File: src/rtl/core_mem_arbiter.sv
// core_mem_arbiter: round-robin share of one req/gnt/rvalid memory port between fetch and data,
// with an in-order owner queue that routes each response back to its requester.
module core_mem_arbiter #(
    parameter int unsigned MAX_OUTSTANDING = 2,
    parameter int unsigned ADDR_WIDTH      = 32,
    parameter int unsigned DATA_WIDTH      = 32
) (
    input  logic                    clk_i,
    input  logic                    rst_i,
    input  logic                    instr_req_i,
    input  logic [ADDR_WIDTH-1:0]   instr_addr_i,
    output logic                    instr_gnt_o,
    output logic                    instr_rvalid_o,
    output logic [DATA_WIDTH-1:0]   instr_rdata_o,
    input  logic                    data_req_i,
    input  logic                    data_we_i,
    input  logic [DATA_WIDTH/8-1:0] data_be_i,
    input  logic [ADDR_WIDTH-1:0]   data_addr_i,
    input  logic [DATA_WIDTH-1:0]   data_wdata_i,
    output logic                    data_gnt_o,
    output logic                    data_rvalid_o,
    output logic [DATA_WIDTH-1:0]   data_rdata_o,
    output logic                    mem_req_o,
    output logic                    mem_we_o,
    output logic [DATA_WIDTH/8-1:0] mem_be_o,
    output logic [ADDR_WIDTH-1:0]   mem_addr_o,
    output logic [DATA_WIDTH-1:0]   mem_wdata_o,
    input  logic                    mem_gnt_i,
    input  logic                    mem_rvalid_i,
    input  logic [DATA_WIDTH-1:0]   mem_rdata_i,
    output logic [3:0]              outstanding_o,
    output logic                    err_o
);
    localparam logic [3:0] MAXC  = 4'(MAX_OUTSTANDING);
    localparam logic [2:0] LASTP = 3'(MAX_OUTSTANDING - 1);
    logic [7:0] q_q, q_d;
    logic [2:0] wr_q, wr_d, rd_q, rd_d;
    logic [3:0] cnt_q, cnt_d;
    logic lock_q, lock_d, lown_q, lown_d, last_q, last_d, err_q, err_d;
    logic own_req, sel, req, gnt, pop, head, empty;
    // owner id: 0 = instruction fetch, 1 = data
    always_comb begin
        own_req = lown_q ? data_req_i : instr_req_i;
        sel     = (lock_q & own_req) ? lown_q : (instr_req_i & data_req_i) ? ~last_q : data_req_i;
        req     = (instr_req_i | data_req_i) & (cnt_q < MAXC) & ~rst_i;
        gnt     = req & mem_gnt_i;
        empty   = cnt_q == 4'd0;
        pop     = mem_rvalid_i & ~empty & ~rst_i;
        head    = q_q[rd_q];
        q_d     = q_q;
        if (gnt) q_d[wr_q] = sel;
        wr_d    = gnt ? ((wr_q == LASTP) ? 3'd0 : wr_q + 3'd1) : wr_q;
        rd_d    = pop ? ((rd_q == LASTP) ? 3'd0 : rd_q + 3'd1) : rd_q;
        cnt_d   = cnt_q + {3'd0, gnt} - {3'd0, pop};
        lock_d  = req & ~mem_gnt_i;
        lown_d  = sel;
        last_d  = gnt ? sel : last_q;
        // a locked owner withdrawing before its grant is a protocol violation
        err_d   = err_q | (mem_rvalid_i & empty) | (lock_q & ~own_req);
    end
    always_ff @(posedge clk_i) begin
        if (rst_i) begin
            q_q    <= '0;
            wr_q   <= '0;
            rd_q   <= '0;
            cnt_q  <= '0;
            lock_q <= 1'b0;
            lown_q <= 1'b0;
            last_q <= 1'b0;
            err_q  <= 1'b0;
        end else begin
            q_q    <= q_d;
            wr_q   <= wr_d;
            rd_q   <= rd_d;
            cnt_q  <= cnt_d;
            lock_q <= lock_d;
            lown_q <= lown_d;
            last_q <= last_d;
            err_q  <= err_d;
        end
    end
    assign mem_req_o      = req;
    assign mem_we_o       = ~rst_i & sel & data_we_i;
    assign mem_be_o       = rst_i ? '0 : sel ? data_be_i : '1;
    assign mem_addr_o     = rst_i ? '0 : sel ? data_addr_i : instr_addr_i;
    assign mem_wdata_o    = (rst_i | ~sel) ? '0 : data_wdata_i;
    assign instr_gnt_o    = gnt & ~sel;
    assign data_gnt_o     = gnt & sel;
    assign instr_rvalid_o = pop & ~head;
    assign data_rvalid_o  = pop & head;
    assign instr_rdata_o  = instr_rvalid_o ? mem_rdata_i : '0;
    assign data_rdata_o   = data_rvalid_o ? mem_rdata_i : '0;
    assign outstanding_o  = rst_i ? 4'd0 : cnt_q;
    assign err_o          = err_q & ~rst_i;
endmodule
File: config.mk
export PLATFORM = sky130hd
export DESIGN_NAME = core_mem_arbiter
export DESIGN_NICKNAME = d
export VERILOG_FILES = /design/src/rtl/core_mem_arbiter.sv
export SDC_FILE = /design/constraint.sdc
export NUM_CORES = 1
export LEC_CHECK = 0
export CAP_MARGIN = 0
export CORE_MARGIN = 5
export CORE_UTILIZATION = 31
export DETAILED_ROUTE_END_ITERATION = 8
export GPL_ROUTABILITY_DRIVEN = 0
export GPL_TIMING_DRIVEN = 0
export PLACE_DENSITY = 0.79
export SLEW_MARGIN = 25
export SYNTH_ARGS = -nofsm -noshare
export SYNTH_HDL_FRONTEND = slang
export SYNTH_SLANG_ARGS = --single-unit
File: constraint.sdc
create_clock -name clk_i -period 3.3 [get_ports clk_i]
set_clock_uncertainty 0.15 [all_clocks]
set_input_delay 0.66 -clock clk_i [delete_from_list [all_inputs] [get_ports clk_i]]
set_output_delay 0.66 -clock clk_i [all_outputs]
set_load 0.005 [all_outputs]
# --- After elaboration in Yosys (flattened, before gate mapping) ---
# Index checks and enable logic that the tools add are counted.
# Widths: inputs -> output; s select.
word_totals:
  input_bits: 139
  romBits: 0
  out_inout_bits: 143
  latch_bits: 0
  memories: 0
  ram_bits: 0
  reg_bits: 22
classes:
  n_eq_ne: 2
  n_shift: 0
  order_cmp: 4
  n_addsub: 4
  n_reduce_logical: 2
  muxes: 18
  div: 0
  bitwise: 28
  multipliers: 0
op_table:
  columns: ["operator", "n"]
  rows:
  - ["$mux 32", 5]
  - ["$and 1x1->1", 17]
  - ["$mux 4", 3]
  - ["$bwmux 8", 1]
  - ["$lt 3x4->1 const B", 2]
  - ["$not 1->1", 7]
  - ["$add 3x1->3 const B", 2]
  - ["$eq 3x1->1 const B", 2]
  - ["$mux 3", 2]
  - ["$mux 1", 5]
  - ["$add 4x1->4", 1]
  - ["$logic_not 4->1", 1]
  - ["$lt 4x2->1 const B", 1]
  - ["$or 1x1->1", 4]
  - ["$sub 4x1->4", 1]
  - ["$bmux 1 s3", 1]
  - ["$demux 1 s3", 1]
  - ["$ge 3x1->1 const B", 1]
  - ["$logic_and 1x1->1", 1]

# --- Logic depth before layout (Yosys ltp) ---
# Gate-level depths: netlist (run 1).
logic_depth:
  word_depth: 6
  depth_mapped: 12

# --- Worst setup path after synthesis (run 1) ---
# No wires, ideal clock.
synth_path:
  kind: "input port to flip-flop"
  start: "input mem_rvalid_i"
  end: "register cnt_q[3]"
  path_slack_ns: 0.497
  path_stages: 10
  setup_ns: 0.121
  arrival_ns: 2.533
  t_required_ns: 3.029
  path_cell_list: "clkbuf_1 -> inv_1 -> or3_1 -> inv_1 -> ha_1 -> inv_1 -> ha_1 -> a21o_1 -> a21oi_1 -> mux2_2"
synth_via:
  elab_chain_len: 3
synth_lines:
  columns: ["item", "line_no", "text"]
  rows:
  - ["from (decl)", "29", "input logic mem_rvalid_i,"]
  - ["$and 1x1->1 (2 in a row)", "48", "pop = mem_rvalid_i & ~empty & ~rst_i;"]
  - ["via pop", "40", "logic own_req, sel, req, gnt, pop, head, empty;"]
  - ["$sub 4x1->4", "54", "cnt_d = cnt_q + {3'd0, gnt} - {3'd0, pop};"]
  - ["to (signal assigned)", "75", "cnt_q <= cnt_d;"]
  - ["to (decl)", "38", "logic [3:0] cnt_q, cnt_d;"]
# The timed path passes the listed nets, and every way through them passes these cells.
# A chain may end at the register's enable or synchronous reset.

# --- Worst setup path after layout (run 1) ---
layout_path:
  start: "input rst_i"
  end: "output data_rdata_o[7]"
layout_via:
  elab_chain_len: 4
layout_lines:
  columns: ["item", "line_no", "text"]
  rows:
  - ["from (decl)", "9", "input logic rst_i,"]
  - ["$not 1->1", "48", null]
  - ["$and 1x1->1", "48", null]
  - ["$and 1x1->1", "90", "assign data_rvalid_o = pop & head;"]
  - ["$mux 32", "92", "assign data_rdata_o = data_rvalid_o ? mem_rdata_i : '0;"]
  - ["to (decl)", "22", "output logic [DATA_WIDTH-1:0] data_rdata_o,"]
# No other way between the ends.

==> results of run 1 <==
[cell type report]
type | instances | area, um2
sequential | 22 | 440
multi-input combinational | 330 | 2390
clock inverter | 1 | 30.0
timing repair buffer | 285 | 2840
fill | 862 | 3400
clock buffer | 3 | 41.3
buffer | 41 | 228
inverter | 16 | 60.1
tap | 133 | 166
[synth_stat cells]
cell        n
a21oi_1    44
nand4_1     4
a21o_1      1
xor2_1      1
o21ba_2     1
nor3b_1     1
a311oi_2    1
ha_1        5
nor2b_1    15
inv_1      16
mux2i_1    34
and3_1      2
mux2_1      1
a2bb2oi_2   1
or3b_1      1
nor2_1     11
or3_1       2
o22ai_2     1
o2bb2ai_2   1
and4_1      1
or2_1       1
nand3b_1    1
and3b_1     1
o22a_1      1
and2_1     33
nor4_1      2
o21bai_2    1
a31oi_1     1
fa_1        1
nand2b_1   66
nand2_1     5
clkbuf_1   24
o31ai_1     3
or4_1       2
buf_2      17
o21ai_0     3
buf_4       2
mux2_2     12
nor3_1     33
dfxtp_1    22
a221oi_1    1
nand3_1     3
nand4b_1   32
buf_1       2
[where the power goes]
group          internal, mW  leakage, nW  total (mW)  switching, mW
combinational         0.668         2.23        1.22          0.553
sequential            0.303        0.179       0.333         0.0307
clock                 0.162       0.0357       0.250         0.0878
[placed cells by master (no fill, tap or decap), types with 6 or more instances in the layout]
master,synthesis,layout
a21oi_1,44,38
a21oi_2,0,6
and2_1,33,33
buf_2,17,16
buf_4,2,8
clkbuf_1,24,10
clkdlybuf4s50_1,0,266
dfxtp_1,22,22
dlygate4sd2_1,0,9
inv_1,16,16
mux2_2,12,12
mux2i_1,34,33
nand2b_1,66,66
nand4b_1,32,32
nor2_1,11,11
nor2b_1,15,15
nor3_1,33,26
nor3_2,0,7
[cells by family (layout without fill, tap and decap cells)]
logic type,count (synthesis),after routing
buffers and inverters,61,346
xor gates and xnor gates,1,1
adders and majority gates,6,6
DFF,22,22
muxes,47,47
and+or+nand+nor,216,216
AOI/OAI and AO/OA,60,60
[through the flow]
stage	hold slack (ns)	setup slack, ns	cells	utilization (%)
after floorplan	0.288	0.497	413	-
after global placement	0.339	-0.418	826	62.2
after detailed placement	0.349	-0.462	826	62.2
after CTS	0.382	0.00545	832	63.5
after global routing	0.430	-0.142	831	64.6
final	0.381	-0.0574	831	64.6
[worst max-delay path, stage by stage]
cell	delay [ns]
dlygate4sd2_1	0.30
buf_6	0.16
buf_4	0.17
clkbuf_4	0.18
nand4b_1	0.22
nor3_1	0.28
clkdlybuf4s50_1	0.57
[worst max-delay path by stage]
stage | slack [ns] | start | cells after the start | to
4_1_cts | 0.005 | rst_i | 7 | data_rdata_o[16]
3_3_place_gp | -0.42 | rst_i | 7 | data_rdata_o[0]
3_5_place_dp | -0.46 | rst_i | 7 | instr_rdata_o[1]
5_1_grt | -0.14 | rst_i | 7 | data_rdata_o[7]
2_1_floorplan | 0.50 | mem_rvalid_i | 10 | cnt_q[3]$_SDFF_PP0_
6_report | -0.06 | rst_i | 7 | data_rdata_o[7]
[sequential cells by signal (all words and copies together), names as in the netlist]
signal	cells
wr_q	3
q_q	8
rd_q	3
lown_q	1
last_q	1
lock_q	1
cnt_q	4
err_q	1
[metal layers]
| metal | track usage [%] | vias to the layer above | part of all wire (%) |
|---|---|---|---|
| met5 | 0 | - | 0 |
| met4 | 5.05 | 0 | 1.9 |
| met3 | 7.46 | 26 | 9.4 |
| met2 | 43.6 | 189 | 53 |
| met1 | 24.5 | 1932 | 36 |
| li1 | - | 2018 | - |
[repair_timing]
| item | CTS | global route |
|---|---|---|
| hold buffers | 0 | 0 |
| resized for setup | 26 | 36 |
| endpoints found under the setup margin | 142 | 98 |
| endpoints found under the hold margin | 0 | 0 |
| buffers inserted | 3 | 2 |
| pin swaps | 2 | 3 |
==> metrics, run 1 <==
Skew-Pair Late Insertion Delay 0.26 ns; worst reg2reg setup slack 0.47 ns; DR pass1 iterations 4; post-synth net total 558; largest net degree at the start of global routing 14; layout cells sized above 1 10.7%; r2r startpoint cnt_q[2]$_SDFF_PP0_; Detail Route Antenna Nets 0; synthesized area 3000 um2; Netlist cell types 44; vias in the first global route 4242; Synth Area in Compound Gates 12.3%; yosys warns 0; post-place instance area ~6000 um2; Max Cap Viol 0; Synth Area in XOR/XNOR less than 1%; #FFs+latches synth 22; critical path class in -> out; Worst Hold Class reg -> reg; CP Data Arrival Time 2.55 ns; die footprint 11800 um2; main area contributors after synthesis dfxtp_1 15%, nand2b_1 14%, mux2i_1 11%; cell count after synthesis between 400 and 500; total CTS buffers 3; post-synthesis mux area share 16.2%; via density per instance between 5 and 6; status finished, violations left; Die W between 100 and 150 um; I/O Buffers 280; DRC Markers 0; CTS clk-pin slew, worst paths 0.08 ns; drt total wl approximately 15000 um; Post-Synth Simple-Gate Area between 40% and 50%; depth of the CTS H-tree 1; origin of the worst min-delay path err_q$_SDFF_PP0_; CORE AREA 9590 um2; minimum clock period around 3.4 ns; Rel. slew slack 65.9%; WL/cell about 18 um; fin area ~6200 um2; drt initial violations 245; grt ovf 0; first-pass GRT wire length 21900 um; std cell rows 36; cells on worst reg2reg path 11; TNS Setup -0.0574 ns; final hold vios 0; crit share post-route 102%; clk buf depth 2; worst-margin pin slew 0.511 ns; Mean Syn Cell Area 7.27 um2; CTS Root Cell clkbuf_8; Achievable Freq 0.298 GHz; DP HPWL 12100 um; Worst R2R End cnt_q[3]$_SDFF_PP0_; critical-path maximum fanout 10; worst vdd ir ~0.22 mV; pwr/cell area 291 nW/um2; Max Transition Viols Final 0; num ports 282; critical path required time 2.49 ns; antenna diode count 0; violated checks negative setup slack; Hold Path Cell Cnt 2; element type at the critical path start primary input; Final WS setup -0.0574 ns; area leader, netlist dfxtp_1; P_leak 2.44 nW; Seq/Total Area, Yosys 14.7%; Clock Sinks 22; GRT Total Usage between 20% and 30%; Final #Nets approximately 840; Min-Delay Endpoint err_q$_SDFF_PP0_; total power 1.80 mW; largest family of logic cells by synthesized area simple AND/OR/NAND/NOR gates; Die Height between 100 and 150 um; RSZ-0062 raised after global routing yes; Worst Setup End Kind primary output; via count 4165; setup violators final 1; adder-cell area share of the yosys netlist 2.75%; Starting Density a little under a third; initial antenna violation count 0; TritonCTS clock tree yes; Area Growth Syn to Fin 106%; post-synth top area share 14.7%
(Power assumes the default switching activity.)
==> run 2: changes to the inputs <==
CAP_MARGIN = not set   (was 0)
CTS_BUF_LIST = sky130_fd_sc_hd__clkbuf_16   (was not set)
==> metrics, run 2 (synthesis gave the netlist of run 1 again) <==
DR pass1 iterations 4 (unchanged); CP Capture Point data_rdata_o[6]; worst vdd ir 0.187 mV (-14%); Worst Setup End Kind primary output; crit share post-route 101% (-0.73 points); via density per instance 5.01 (about the same); final hold vios 0 (unchanged); Die W 108 um (unchanged); DRC Markers 0 (unchanged); Die Height 108 um (unchanged); critical path required time 2.49 ns (about the same); worst reg2reg setup slack 0.47 ns (about the same); Achievable Freq 0.300 GHz (+0.72%); fin area 6310 um2 (+1.8%); P_leak 2.69 nW (+10%); num ports 282 (unchanged); Largest regs q_q x8, cnt_q x4; Largest Register q_q; Final #Nets 847 (+0.36%); TNS Setup -0.0335 ns (+0.0240 ns); minimum clock period 3.33 ns (-0.0240 ns); Skew-Pair Late Insertion Delay 0.25 ns (about the same); Final Non-Filler Cells 834 (+0.36%); element type at the critical path start primary input; Worst Hold Class reg -> reg; critical path class in -> out; layout cells sized above 1 12.0% (+1.2 points); Hold Worst Slack 0.384 ns (+0.00231 ns); first-pass GRT wire length 22100 um (+0.82%); Final Core Density 65.8% (+1.2 points); Worst R2R End cnt_q[3]$_SDFF_PP0_; grt ovf 0 (unchanged); Clock Sinks 22 (unchanged); worst-margin pin slew 0.565 ns (+0.0542 ns); antenna diode count 0 (unchanged); post-place instance area 5970 um2 (unchanged); Detail Route Antenna Nets 0 (unchanged); Rel. slew slack 62.3% (-3.6 points); pwr/cell area 301 nW/um2 (+3.5%); drt initial violations 256 (+4.5%); drt total wl 14900 um (+1.5%); WL/cell 17.8 um (+1.2%); most common cell after layout, fill and taps aside clkdlybuf4s50_1; TritonCTS clock tree yes; placed insts 826 (unchanged); depth of the CTS H-tree 1 (unchanged); vias in the first global route 4291 (+1.2%); RSZ-0062 raised after global routing yes; Final WS setup -0.0335 ns (+0.0240 ns); GRT Total Usage 23.3% (+0.28 points); Max Cap Viol 0 (unchanged); most frequent cells in the layout 254 x clkdlybuf4s50_1, 66 x nand2b_1, 35 x a21oi_1; CTS clk-pin slew, worst paths 0.06 ns (-0.02 ns); CTS Root Cell clkbuf_16; max reg flops 8 (unchanged); largest net degree at the start of global routing 14 (unchanged); setup violators final 1 (unchanged); status finished, violations left; cells on worst reg2reg path 11 (unchanged); worst setup path start rst_i; clk buf depth 2 (unchanged); r2r startpoint cnt_q[2]$_SDFF_PP0_; critical-path maximum fanout 10 (unchanged); CTS Hold Buffers Added 0 (unchanged); CORE AREA 9590 um2 (unchanged); total CTS buffers 3 (unchanged); violated checks negative setup slack; Post-Place Setup Slack -0.462 ns (unchanged); CP Data Arrival Time 2.52 ns (-0.03 ns); Starting Density 31.3% (unchanged); die footprint 11800 um2 (unchanged); DP HPWL 12100 um (unchanged); Max Transition Viols Final 0 (unchanged); std cell rows 36 (unchanged); total power 1.90 mW (+5.4%); via count 4176 (+0.26%); initial antenna violation count 0 (unchanged); Area Growth Syn to Fin 110%; I/O Buffers 280 (unchanged)
run 2: changes by cell type in the layout (fill, tap and decap cells not counted), sizes merged:
cell / change
buf: +3
dlymetal6s2s: +12
clkdlybuf4s50: -12
run 2: metal layers:
metal	track usage, %	up-vias	routed length [um]
met1	24.4	1926	5400
met4	5.41	0	343
met2	44.3	189	7740
li1	-	2029	-
met5	0	-	0
met3	7.82	32	1390
run 2: how the worst min path moves through the flow:
stage | start | endpoint | slack [ns] | depth (start not counted)
finish | err_q$_SDFF_PP0_ | err_q$_SDFF_PP0_ | 0.38 | 2
global route | rd_q[2]$_SDFFE_PP0P_ | rd_q[2]$_SDFFE_PP0P_ | 0.42 | 2
CTS | err_q$_SDFF_PP0_ | err_q$_SDFF_PP0_ | 0.38 | 2
detailed placement | err_q$_SDFF_PP0_ | err_q$_SDFF_PP0_ | 0.35 | 2
global placement | err_q$_SDFF_PP0_ | err_q$_SDFF_PP0_ | 0.34 | 2
floorplan | err_q$_SDFF_PP0_ | err_q$_SDFF_PP0_ | 0.29 | 2
run 2: layout make-up:
type                       count  area (um2)
multi-input combinational    330        2420
clock inverter                 1        30.0
tap                          133         166
buffer                        42         235
clock buffer                   3        75.1
timing repair buffer         287        2890
fill                         849        3280
inverter                      16        60.1
sequential                    22         440
run 2: critical path, cell delays in order:
cell	delay, ns
dlygate4sd2_1	0.30
buf_6	0.16
buf_4	0.18
clkbuf_4	0.18
nand4b_1	0.23
nor3_1	0.25
clkdlybuf4s50_1	0.56
run 2: where the power goes:
part | internal (mW) | switching, mW
registers | 0.303 | 0.0324
clock network | 0.241 | 0.0962
logic | 0.669 | 0.560
total | 1.21 | 0.688
run 2: timing repair:
item                                    in CTS  in global routing
pin swaps                                    2                  7
gates resized for setup                     26                 56
hold endpoints to repair                     0                  0
buffers inserted                             4                  3
endpoints found under the setup margin     142                120
